===== config.mk =====
export PLATFORM = sky130hd
export DESIGN_NAME = lockout_sequencer_flat
export DESIGN_NICKNAME = d
export VERILOG_FILES = /design/src/rtl/lockout_sequencer_if.sv /design/src/rtl/lockout_sequencer.sv /design/src/flat_wrapper.sv
export SDC_FILE = /design/constraint.sdc
export NUM_CORES = 1
export LEC_CHECK = 0
export BUFFER_PORTS_ARGS = -buffer_cell sky130_fd_sc_hd__buf_2
export CORE_MARGIN = 3
export CORE_UTILIZATION = 58
export CTS_CLUSTER_SIZE = 10
export DETAILED_ROUTE_END_ITERATION = 7
export PLACE_DENSITY = 0.8
export SLEW_MARGIN = 25
export SYNTH_ARGS = -nofsm -noshare
export SYNTH_HDL_FRONTEND = slang
export SYNTH_SLANG_ARGS = --single-unit

===== constraint.sdc =====
create_clock -name clk -period 2.4 [get_ports clk]
set_input_delay 0.36 -clock clk [delete_from_list [all_inputs] [get_ports clk]]
set_output_delay 0.36 -clock clk [all_outputs]
set_load 0.02 [all_outputs]

===== src/rtl/lockout_sequencer_if.sv =====
// lockout_sequencer_if: bundles the code-entry pulses and lockout status of lockout_sequencer
//   master: drives attempt_ok, attempt_fail, relock, admin_clr; observes the status outputs
//   slave : the sequencer itself; samples the pulses, drives gen_stop, unlocked,
//           error_counter[2:0], lock_remain[7:0], lock_level[1:0]
interface lockout_sequencer_if;
   logic       attempt_ok;
   logic       attempt_fail;
   logic       relock;
   logic       admin_clr;
   logic       gen_stop;
   logic       unlocked;
   logic [2:0] error_counter;
   logic [7:0] lock_remain;
   logic [1:0] lock_level;
   modport master (
      output attempt_ok, attempt_fail, relock, admin_clr,
      input  gen_stop, unlocked, error_counter, lock_remain, lock_level
   );
   modport slave (
      input  attempt_ok, attempt_fail, relock, admin_clr,
      output gen_stop, unlocked, error_counter, lock_remain, lock_level
   );
endinterface


===== src/rtl/lockout_sequencer.sv =====
// lockout_sequencer: code-entry lockout FSM (ACCEPT / LOCKOUT / UNLOCKED) with tick-timed lockout
//   clk, rst : single clock, synchronous active-high reset
//   bus      : lockout_sequencer_if.slave (attempt pulses in, lockout status out)
//   LOCKOUT_ESCALATE_EN : when defined, lockout duration doubles per lock_level (saturating at 255)
module lockout_sequencer #(
   parameter int MAX_FAIL  = 3,
   parameter int LOCK_SECS = 30,
   parameter int TICK_DIV  = 100000000
) (
   input logic                clk,
   input logic                rst,
   lockout_sequencer_if.slave bus
);
   localparam logic [1:0] ACCEPT   = 2'd0;
   localparam logic [1:0] LOCKOUT  = 2'd1;
   localparam logic [1:0] UNLOCKED = 2'd2;
   localparam int PW = $clog2(TICK_DIV);
   logic [1:0]    st, st_n, lvl;
   logic [2:0]    err, err_n;
   logic [7:0]    rem, rem_n, dur;
   logic [PW-1:0] pre, pre_n;
   logic          gen_stop_q, unlocked_q;
   logic          fail_go, ok_go, tick, lock_exit, at_limit;
   // a simultaneous fail masks the ok pulse
   assign fail_go   = st == ACCEPT && bus.attempt_fail;
   assign ok_go     = st == ACCEPT && !bus.attempt_fail && bus.attempt_ok;
   assign tick      = st == LOCKOUT && pre == PW'(TICK_DIV - 1);
   assign lock_exit = tick && rem == 8'd1;
   assign at_limit  = {1'b0, err} + 4'd1 >= 4'(MAX_FAIL);
`ifdef LOCKOUT_ESCALATE_EN
   logic [1:0]  lvl_n;
   logic [10:0] dur_w;
   assign dur_w = 11'(LOCK_SECS) << lvl;
   assign dur   = |dur_w[10:8] ? 8'hFF : dur_w[7:0];
   assign lvl_n = bus.admin_clr || ok_go ? 2'd0 : lock_exit && lvl != 2'd3 ? lvl + 2'd1 : lvl;
   always_ff @(posedge clk) lvl <= rst ? 2'd0 : lvl_n;
`else
   assign dur = 8'(LOCK_SECS);
   assign lvl = 2'd0;
`endif
   always_comb begin
      st_n  = st;
      err_n = err;
      rem_n = rem;
      pre_n = pre;
      if (bus.admin_clr) begin
         st_n  = ACCEPT;
         err_n = '0;
         rem_n = '0;
         pre_n = '0;
      end else if (fail_go) begin
         err_n = err == 3'd7 ? err : err + 3'd1;
         if (at_limit) begin
            st_n  = LOCKOUT;
            rem_n = dur;
            pre_n = '0;
         end
      end else if (ok_go) begin
         st_n  = UNLOCKED;
         err_n = '0;
      end else if (st == LOCKOUT) begin
         pre_n = tick ? '0 : pre + 1'b1;
         rem_n = tick ? rem - 8'd1 : rem;
         // leave one failure of headroom so the next miss re-locks immediately
         if (lock_exit) begin
            st_n  = ACCEPT;
            err_n = 3'(MAX_FAIL - 1);
         end
      end else if (st == UNLOCKED && bus.relock) begin
         st_n = ACCEPT;
      end
   end
   always_ff @(posedge clk) begin
      if (rst) begin
         st         <= ACCEPT;
         err        <= '0;
         rem        <= '0;
         pre        <= '0;
         gen_stop_q <= 1'b0;
         unlocked_q <= 1'b0;
      end else begin
         st         <= st_n;
         err        <= err_n;
         rem        <= rem_n;
         pre        <= pre_n;
         gen_stop_q <= st_n == LOCKOUT;
         unlocked_q <= st_n == UNLOCKED;
      end
   end
   assign bus.gen_stop      = gen_stop_q;
   assign bus.unlocked      = unlocked_q;
   assign bus.error_counter = err;
   assign bus.lock_remain   = rem;
   assign bus.lock_level    = lvl;
endmodule


===== src/flat_wrapper.sv =====
// flat-port wrapper written by rule: the top's interface ports become plain ports
module lockout_sequencer_flat 
#(
   parameter int MAX_FAIL  = 3,
   parameter int LOCK_SECS = 30,
   parameter int TICK_DIV  = 100000000
)
  (clk, rst, bus_attempt_ok, bus_attempt_fail, bus_relock, bus_admin_clr, bus_gen_stop, bus_unlocked, bus_error_counter, bus_lock_remain, bus_lock_level);
  lockout_sequencer_if bus_i ();
  input logic clk;
  input logic rst;
  input wire logic [$bits(bus_i.attempt_ok)-1:0] bus_attempt_ok;
  input wire logic [$bits(bus_i.attempt_fail)-1:0] bus_attempt_fail;
  input wire logic [$bits(bus_i.relock)-1:0] bus_relock;
  input wire logic [$bits(bus_i.admin_clr)-1:0] bus_admin_clr;
  output wire logic [$bits(bus_i.gen_stop)-1:0] bus_gen_stop;
  output wire logic [$bits(bus_i.unlocked)-1:0] bus_unlocked;
  output wire logic [$bits(bus_i.error_counter)-1:0] bus_error_counter;
  output wire logic [$bits(bus_i.lock_remain)-1:0] bus_lock_remain;
  output wire logic [$bits(bus_i.lock_level)-1:0] bus_lock_level;
  assign bus_i.attempt_ok = bus_attempt_ok;
  assign bus_i.attempt_fail = bus_attempt_fail;
  assign bus_i.relock = bus_relock;
  assign bus_i.admin_clr = bus_admin_clr;
  assign bus_gen_stop = bus_i.gen_stop;
  assign bus_unlocked = bus_i.unlocked;
  assign bus_error_counter = bus_i.error_counter;
  assign bus_lock_remain = bus_i.lock_remain;
  assign bus_lock_level = bus_i.lock_level;
  lockout_sequencer #(.MAX_FAIL(MAX_FAIL), .LOCK_SECS(LOCK_SECS), .TICK_DIV(TICK_DIV)) u_core (.clk(clk), .rst(rst), .bus(bus_i));
endmodule

After elaboration in Yosys (flattened, before gate mapping)
Cells that the tools add are included.
{"block": "totals", "reg_bits": 42, "input_bits": 6, "out_inout_bits": 15}
{"block": "classes", "add_sub_neg": 4, "order_cmp": 1, "eq_ne": 10, "mux": 22, "reduce_logical": 16}
{"operator": "two-way mux 27 bit", "count": 5}
{"operator": "two-way mux 8 bit", "count": 5}
{"operator": "adder 27 x 1 -> 27 bit, second input constant", "count": 1}
{"operator": "== test 27 bit, second input constant", "count": 1}
{"operator": "two-way mux 3 bit", "count": 5}
{"operator": "two-way mux 2 bit", "count": 7}
{"operator": "== test 8 x 1 -> 1 bit, second input constant", "count": 1}
{"operator": "subtractor 8 x 1 -> 8 bit, second input constant", "count": 1}
{"operator": "logical AND 1 bit", "count": 6}
{"operator": "AND reduction 3 bit", "count": 2}
{"operator": "nonzero test 3 bit", "count": 2}
{"operator": "adder 3 x 1 -> 4 bit, second input constant", "count": 1}
{"operator": "== test 2 x 1 -> 1 bit, second input constant", "count": 2}
{"operator": "== test 2 bit, second input constant", "count": 2}
{"operator": "greater-or-equal comparator 4 x 2 -> 1 bit, second input constant", "count": 1}
{"operator": "!= test 2 bit, second input constant", "count": 2}
{"operator": "AND reduction 4 bit", "count": 1}
{"operator": "nonzero test 2 bit", "count": 2}
{"operator": "adder 3 x 1 -> 3 bit, second input constant", "count": 1}
{"operator": "== test 3 bit, second input constant", "count": 1}
{"operator": "zero test 2 bit", "count": 1}
{"operator": "!= test 2 x 1 -> 1 bit, second input constant", "count": 1}
{"operator": "OR reduction 2 bit", "count": 1}
{"operator": "zero test 1 bit", "count": 1}

Logic depth before layout (Yosys ltp)
Gate-level depths: netlist (run 1).
{"block": "logic_depth", "ltp_word": 9, "mapped_depth": 9, "depth_no_buf": 7}

Worst setup path after synthesis (run 1)
OpenSTA, ideal clock, no wires.
{"block": "synth_timing", "kind": "reg2reg", "startpoint": "register u_core.err[1], in the netlist u_core.bus.error_counter[1]", "endpoint": "register u_core.pre[11]", "arrival_time_ns": 2.105, "t_required_ns": 2.273, "setup_slack_ns": 0.168, "stages_incl_launch_ff": 9, "period_less_slack_ns": 2.232, "cell_sequence": "dfxtp_1 -> ha_1 -> ha_1 -> a311o_1 -> a21boi_1 -> clkbuf_1 -> nor3_1 -> xnor2_1 -> nor2_1"}
{"block": "synth_between", "elab_chain_len": 4}
{"element": "from (decl)", "line": "lockout_sequencer.sv:19", "source": "logic [2:0] err, err_n;"}
{"element": "from (signal assigned)", "line": "lockout_sequencer.sv:83", "source": "err <= err_n;"}
{"element": "adder 3 x 1 -> 4 bit", "line": "lockout_sequencer.sv:29", "source": "assign at_limit = {1'b0, err} + 4'd1 >= 4'(MAX_FAIL);"}
{"element": "greater-or-equal comparator 4 x 2 -> 1 bit", "line": "lockout_sequencer.sv:29"}
{"element": "!= test 2 bit (no source line)"}
{"element": "AND reduction 3 bit (no source line)"}
{"element": "to (signal assigned)", "line": "lockout_sequencer.sv:85", "source": "pre <= pre_n;"}
{"element": "to (decl)", "line": "lockout_sequencer.sv:21", "source": "logic [PW-1:0] pre, pre_n;"}
No other way between the ends.
A chain may end at the register's enable or synchronous reset.

Final worst setup path (run 1)
{"block": "layout_timing", "startpoint": "register u_core.pre[9]", "endpoint": "register u_core.err[0], in the netlist u_core.bus.error_counter[0]"}
{"block": "layout_between", "elab_chain_len": 5}
{"element": "== test 27 bit", "line": "lockout_sequencer.sv:27", "source": "assign tick = st == LOCKOUT && pre == PW'(TICK_DIV - 1);"}
{"element": "logical AND 1 bit", "line": "lockout_sequencer.sv:27"}
{"element": "logical AND 1 bit", "line": "lockout_sequencer.sv:28", "source": "assign lock_exit = tick && rem == 8'd1;"}
{"element": "nonzero test 3 bit (no source line)"}
{"element": "AND reduction 3 bit (no source line)"}
No other way between the ends.

==> impl_results.md, run 1 <==
- Detailed placement HPWL: 3470 um
- Worst slew margin: 0.636
- Routed length per instance: 14.3 um
- Initial antenna violation count: 0
- Design area: 2480 um2
- H-tree depth: 2
- Iteration-0 DRC Markers: 219
- Max-Cap Viols: 0
- Actual transition at the worst max-transition pin: ~540 ps
- Crit path DAT: 2470 ps
- Placed Area: approximately 2400 um2
- Clock net sink count: 42
- Worst-case register-to-register setup slack: 110 ps
- Capture instance of the worst register-to-register path: u_core.bus.error_counter[0]
- Share of the synthesized area in the top cell type: 0.382
- Clock-pin transition on the worst setup and hold timing paths: around 80 ps
- Post-detailed-route via-to-cell ratio: approximately 6
- Worst-path maximum fanout: 5
- Top post-synthesis cells by count: 42 x sky130_fd_sc_hd__dfxtp_1, 28 x sky130_fd_sc_hd__nor2_1, 20 x sky130_fd_sc_hd__nand2_1
- Leading register cell type out of synthesis: sky130_fd_sc_hd__dfxtp_1
- Kind of capture point of the worst setup path: register
- Worst-case clock buffer depth: 2
- Peak ir drop on the vdd network: 0.000415 V
- Worst setup SP type: register
- Comb power frac: 0.077
- Number of enable-type register cells in the synthesized netlist: 0
- Critical Setup Path Class: register to register
- Endpoints failing setup: 0
- Reported leakage power: between 0.8 and 0.9 nW
- Final worst clock skew: 5.73 ps
- Power density normalized to cell area: 506 nW/um2
- Netlist area before placement: 2200 um2
- Setup repair after global routing missed its margin: false
- Final weighted congestion in routability-driven placement: about 0.8
- Insertion delay to the later sink of the worst-skew pair: 300 ps
- Sum of negative setup slack: 0 ps
- Io pins: 21
- R2r startpoint: u_core.pre[9]
- Drt drc: 0
- Cell type contributing the most total cell area after synthesis: sky130_fd_sc_hd__dfxtp_1
- Antenna diode instance count: 0
- Vias post-DR: 2019
- Clock buffers created by TritonCTS: 5
- Initial core utilization: 0.629
- Pin count of the biggest net entering global routing: 19
- Full die area: 4570 um2
- Minimum clock period after layout: roughly 2300 ps
- Number of nets at the end of the flow: 300
- Post-synthesis instance total: 264
- Proportion of power drawn by the clock network: 0.360
- Portion of total power attributed to sequential cells: 0.563
- Count of instances resized after the clock tree is built: 0
- Final period utilization: 0.954
- Share of synthesized area occupied by flip-flops and latches: 0.382
- Row cnt: 21
- Die boundary height: about 68 um
- Required time of the worst setup path: roughly 2600 ps
- Cell depth of the worst hold path: 2
- Hold-fix buffer count after cts: 0
- Area delta synth->final: 12.9%
- Status: finished clean
- Library cell with the highest instance count after synthesis: sky130_fd_sc_hd__dfxtp_1
- Global router's overall resource usage: 0.240
- Synthesis Warnings: 0
- Internal power summed over all cells: 0.939 mW
- Root buffer cell: sky130_fd_sc_hd__clkbuf_8
- Standard cell core area: between 3000 and 4000 um2
- Register-to-Register Path Depth: 5
- Gr ovfl total: 0
- Setup Fix Bufs, Post-CTS: 0
- Fmax: 0.437 GHz
- Die Width: 67.6 um
- Min-delay src: bus_admin_clr
- Count of final hold-check violations: 0
- Post-synthesis cell type count: 47
- Syn Area/Cell: 8.33 um2
- Total wire length after detailed routing: 4800 um
- Sw frac: 0.253
- Hold EP: u_core.bus.gen_stop
- Switching power of the nets: 0.317 mW
- Final max-slew violation count: 0
- Wire length of the first global-routing pass: 8260 um
- Number of global-route vias before repair: around 1800
- Leading post-synthesis cells by cell area: sky130_fd_sc_hd__dfxtp_1 38%, sky130_fd_sc_hd__xor2_1 5.2%, sky130_fd_sc_hd__nor2_1 4.8%, sky130_fd_sc_hd__nand4_1 3.7%, sky130_fd_sc_hd__nand3_1 3.6%
- Count of buffers from port buffering: 18
- Ys async rst share: 0
- First-pass iteration count of the detailed router: 4
- Register bit total from synthesis: 42
- First element of the critical path: u_core.pre[9]
- TritonCTS clock tree: yes
- Worst hold-check path type: primary input to register
- Share of layout cells above drive strength 1: 0.159
- Final antenna-violating net count: 0
## power by group through the flow
| stage | combinational, mW | clock, mW | sequential [mW] |
|---|---|---|---|
| CTS | 0.0947 | 0.460 | 0.707 |
| finish | 0.0969 | 0.452 | 0.707 |
| global placement | 0.0919 | 0 | 0.724 |
| floorplan | 0.0607 | 0 | 0.729 |
| global route | 0.106 | 0.484 | 0.709 |
| detailed placement | 0.0939 | 0 | 0.724 |
## placed cells by master, fill, tap and decap left out, types with 2 or more instances in the layout
cell type                   n
sky130_fd_sc_hd__dfxtp_1   42
sky130_fd_sc_hd__a21oi_1   11
sky130_fd_sc_hd__and4_1     5
sky130_fd_sc_hd__or4_1      5
sky130_fd_sc_hd__clkbuf_8   5
sky130_fd_sc_hd__conb_1     2
sky130_fd_sc_hd__nand3_1   16
sky130_fd_sc_hd__nand4_1   13
sky130_fd_sc_hd__o21ai_0   12
sky130_fd_sc_hd__o211ai_1   2
sky130_fd_sc_hd__inv_1      5
sky130_fd_sc_hd__o31ai_1    4
sky130_fd_sc_hd__mux2i_1    2
sky130_fd_sc_hd__or3_1      9
sky130_fd_sc_hd__nor4_1     3
sky130_fd_sc_hd__and2_1     3
sky130_fd_sc_hd__xnor2_1    3
sky130_fd_sc_hd__buf_2     18
sky130_fd_sc_hd__buf_4     12
sky130_fd_sc_hd__nor2_1    28
sky130_fd_sc_hd__nor3b_1    3
sky130_fd_sc_hd__a41oi_1    2
sky130_fd_sc_hd__a31oi_1   11
sky130_fd_sc_hd__nand2_1   20
sky130_fd_sc_hd__ha_1       6
sky130_fd_sc_hd__and3_1     6
sky130_fd_sc_hd__xor2_1    13
sky130_fd_sc_hd__a311oi_1   3
sky130_fd_sc_hd__nand2b_1   4
## stage by stage
step / hold WS (ps) / power [mW] / instances / util / worst slack [ps]
after global placement: 467 / 0.816 / 327 / 0.681 / 159
after CTS: 250 / 1.26 / 335 / 0.706 / 118
after floorplan: 443 / 0.789 / 265 / - / 168
after detailed placement: 471 / 0.818 / 327 / 0.681 / 134
after global routing: 247 / 1.30 / 335 / 0.711 / 10.1
final: 249 / 1.26 / 335 / 0.711 / 109
## cell type report
type / count / area [um2]
Multi-Input combinational cell: 204 / 1300
Fill cell: 278 / 1010
Sequential cell: 42 / 841
Timing Repair Buffer: 30 / 180
Clock buffer: 5 / 68.8
Tap cell: 46 / 57.6
Clock inverter: 3 / 21.3
Inverter: 5 / 18.8
## metal layers
layer,vias up,global-route usage,wire (um)
met3,8,0.0516,255
li1,1017,-,-
met2,58,0.395,2230
met1,936,0.304,2240
met4,0,0.0911,74
met5,-,0,0
## registers in the layout (all words and copies together) (netlist names)
name	count
u_core.pre	27
u_core.bus.error_counter	3
u_core.bus.gen_stop	1
u_core.bus.unlocked	1
u_core.st	2
u_core.bus.lock_remain	8
## worst max-delay path by stage
stage,to,slack [ps],depth (start not counted)
floorplan,u_core.pre[11],170,8
global placement,u_core.bus.error_counter[0],160,5
detailed placement,u_core.bus.error_counter[0],130,5
CTS,u_core.bus.error_counter[0],120,5
global route,u_core.bus.error_counter[0],10,6
finish,u_core.bus.error_counter[0],110,5
## critical path, cell delays in order (launching register included)
cell and delay [ps]:
sky130_fd_sc_hd__dfxtp_1 360, sky130_fd_sc_hd__or4b_1 560, sky130_fd_sc_hd__or4_1 440, sky130_fd_sc_hd__or4_4 550, sky130_fd_sc_hd__a22oi_2 180, sky130_fd_sc_hd__o31ai_1 80
## logic make-up after synthesis
| group | count (synthesis) | share of synthesized area |
|---|---|---|
| simple gates | 122 | 0.303 |
| other cells | 1 | 0.00170 |
| fa+ha+maj | 6 | 0.0341 |
| buf+inv | 19 | 0.0370 |
| compound gates | 56 | 0.170 |
| flops | 42 | 0.382 |
| mux | 2 | 0.00910 |
| xor+xnor | 16 | 0.0637 |
(Power assumes the default switching activity.)
==> inputs of run 2 (changes only) <==
--- a/config.mk
+++ b/config.mk
@@ -7,10 +7,10 @@
 export LEC_CHECK = 0
 export BUFFER_PORTS_ARGS = -buffer_cell sky130_fd_sc_hd__buf_2
 export CORE_MARGIN = 3
-export CORE_UTILIZATION = 58
+export CORE_UTILIZATION = 40
 export CTS_CLUSTER_SIZE = 10
 export DETAILED_ROUTE_END_ITERATION = 7
-export PLACE_DENSITY = 0.8
+export PLACE_DENSITY = 0.6
 export SLEW_MARGIN = 25
 export SYNTH_ARGS = -nofsm -noshare
 export SYNTH_HDL_FRONTEND = slang
==> run 2 against run 1 <==
Against the previous run: register-to-register slack about the same; hold slack gained 6.8 ps; sequential share of layout area is 0.62 points lower; first-iteration DRC count fell by 50%.
==> impl_results.md, run 2 (synthesis results as in run 1) <==
- Sum of negative setup slack: 0 ps (unchanged)
- Global router's overall resource usage: 0.164 (-0.0761)
- Internal power summed over all cells: 0.968 mW (+3.1%)
- Worst-path maximum fanout: 5 (unchanged)
- Hold-fix buffer count after cts: 0 (unchanged)
- Worst-case register-to-register setup slack: 100 ps (about the same)
- Routed length per instance: 13.4 um (-6.5%)
- Crit path DAT: 2470 ps (about the same)
- Register-to-Register Path Depth: 5 (unchanged)
- Capture instance of the worst register-to-register path: u_core.bus.error_counter[0]
- Number of nets at the end of the flow: 304 (+1.3%)
- Count of final hold-check violations: 0 (unchanged)
- Vias post-DR: 1973 (-2.3%)
- Drt drc: 0 (unchanged)
- Final weighted congestion in routability-driven placement: 0.823 (+3.1%)
- First-pass iteration count of the detailed router: 4 (unchanged)
- Actual transition at the worst max-transition pin: 707 ps (+163 ps)
- Power density normalized to cell area: 500 nW/um2 (-1.1%)
- Setup repair after global routing missed its margin: false
- Standard cell core area: 5200 um2 (+49%)
- Count of buffers from port buffering: 18 (unchanged)
- Share of layout cells above drive strength 1: 0.167 (+0.00807)
- Detailed placement HPWL: 3590 um (+3.3%)
- Worst-case clock buffer depth: 2 (unchanged)
- Fmax: 0.435 GHz (-0.32%)
- R2r startpoint: u_core.pre[9]
- Reg with most FFs: u_core.pre
- Row cnt: 26 (+24%)
- Switching power of the nets: 0.298 mW (-6.2%)
- Insertion delay to the later sink of the worst-skew pair: 290 ps (about the same)
- Setup Fix Bufs, Post-CTS: 0 (unchanged)
- Sw frac: 0.235 (-0.0173)
- Commonest non-fill, non-tap cell in the layout: sky130_fd_sc_hd__dfxtp_1
- Comb power frac: 0.076 (about the same)
- Final antenna-violating net count: 0 (unchanged)
- Reported leakage power: 0.913 nW (+2.6%)
- Die boundary height: 80.2 um (+19%)
- Worst setup path end: u_core.bus.error_counter[0]
- Initial core utilization: 0.423 (-0.207)
- First element of the critical path: u_core.pre[9]
- Full die area: 6420 um2 (+41%)
- Largest register FFs: 27 (unchanged)
- Top library cells by usage in the layout, fill and taps aside: 42 x sky130_fd_sc_hd__dfxtp_1, 28 x sky130_fd_sc_hd__nor2_1, 20 x sky130_fd_sc_hd__nand2_1
- Root buffer cell: sky130_fd_sc_hd__clkbuf_8
- Endpoints failing setup: 0 (unchanged)
- Area delta synth->final: 15.0%
- Peak ir drop on the vdd network: 0.000256 V (-38%)
- Iteration-0 DRC Markers: 109 (-50%)
- Count of instances resized after the clock tree is built: 0 (unchanged)
- Worst slew margin: 0.526 (-0.109)
- Status: finished clean
- Final worst clock skew: 6.76 ps (+1.03 ps)
- Post-detailed-route via-to-cell ratio: 5.44 (-9.8%)
- Io pins: 21 (unchanged)
- Die Width: 80.2 um (+19%)
- Antenna diode instance count: 0 (unchanged)
- H-tree depth: 2 (unchanged)
- Worst hold-check path type: primary input to register
- Minimum clock period after layout: 2300 ps (+7.43 ps)
- TritonCTS clock tree: yes
- Critical Setup Path Class: register to register
- Clock-pin transition on the worst setup and hold timing paths: 80 ps (about the same)
- Initial antenna violation count: 0 (unchanged)
- Wire length of the first global-routing pass: 8540 um (+3.4%)
- Kind of capture point of the worst setup path: register
- Worst setup SP type: register
- Total wire length after detailed routing: 4860 um (+1.3%)
- Final max-slew violation count: 0 (unchanged)
- Required time of the worst setup path: 2570 ps (about the same)
- Proportion of power drawn by the clock network: 0.365 (+0.005)
- Number of global-route vias before repair: 1872 (+1.4%)
- Clock net sink count: 42 (unchanged)
- Clock buffers created by TritonCTS: 5 (unchanged)
- Portion of total power attributed to sequential cells: 0.559 (-0.004)
- Hold Worst Slack: 256 ps (+6.82 ps)
- Pin count of the biggest net entering global routing: 19 (unchanged)
- Gr ovfl total: 0 (unchanged)
- Final period utilization: 0.958 (+0.00310)
- Max-Cap Viols: 0 (unchanged)
run 2: cell count changes in the layout (fill, tap and decap cells not counted):
cell,before,now
sky130_fd_sc_hd__buf_4,12,16
sky130_fd_sc_hd__a21bo_2,0,1
sky130_fd_sc_hd__a21bo_4,1,0
sky130_fd_sc_hd__clkbuf_1,0,1
sky130_fd_sc_hd__clkbuf_8,5,6
sky130_fd_sc_hd__clkinv_4,1,0
sky130_fd_sc_hd__clkinvlp_4,1,0
sky130_fd_sc_hd__nor4_2,1,2
sky130_fd_sc_hd__nor4_4,1,0
run 2: metrics by stage:
| stage | setup slack, ps | std cells | cell area [um2] | utilization | power [mW] |
|---|---|---|---|---|---|
| floorplan | 168 | 265 | 2200 | - | 0.789 |
| global placement | 156 | 355 | 2440 | 0.469 | 0.820 |
| detailed placement | 109 | 355 | 2440 | 0.469 | 0.820 |
| CTS | 87.7 | 363 | 2530 | 0.486 | 1.28 |
| global route | 12.3 | 363 | 2530 | 0.486 | 1.32 |
| finish | 102 | 363 | 2530 | 0.486 | 1.27 |
run 2: how the worst min path moves through the flow:
stage,startpoint,to,depth (start not counted)
2_1_floorplan,bus_admin_clr,u_core.bus.gen_stop,1
3_3_place_gp,u_core.pre[25],u_core.pre[25],1
3_5_place_dp,u_core.pre[26],u_core.pre[26],2
4_1_cts,bus_admin_clr,u_core.bus.gen_stop,2
5_1_grt,bus_admin_clr,u_core.bus.gen_stop,2
6_report,bus_admin_clr,u_core.bus.gen_stop,2
run 2: power groups by stage:
stage / combinational [mW] / sequential (mW) / clock, mW
2_1_floorplan: 0.0607 / 0.729 / 0
3_3_place_gp: 0.0962 / 0.724 / 0
3_5_place_dp: 0.0966 / 0.724 / 0
4_1_cts: 0.0970 / 0.707 / 0.475
5_1_grt: 0.108 / 0.709 / 0.507
6_report: 0.0966 / 0.707 / 0.462
run 2: final cells by class:
type                            instances  area (um2)
Timing Repair Buffer                   34         210
Tap cell                               70        87.6
Sequential cell                        42         841
Inverter                                5        18.8
Fill cell                             521        2680
Clock buffer                            7        86.3
Multi-Input combinational cell        204        1280
Clock inverter                          1        5.00
run 2: critical path, cell delays in order (launching register included):
cell and delay (ps):
sky130_fd_sc_hd__dfxtp_1 360, sky130_fd_sc_hd__or4b_1 560, sky130_fd_sc_hd__or4_1 450, sky130_fd_sc_hd__or4_4 550, sky130_fd_sc_hd__a22oi_2 180, sky130_fd_sc_hd__o31ai_1 80
run 2: per-layer routing:
metal / global-route usage / wire [um]
met5: 0 / 0
met3: 0.0348 / 168
met2: 0.262 / 2130
met1: 0.221 / 2510
met4: 0.0456 / 47
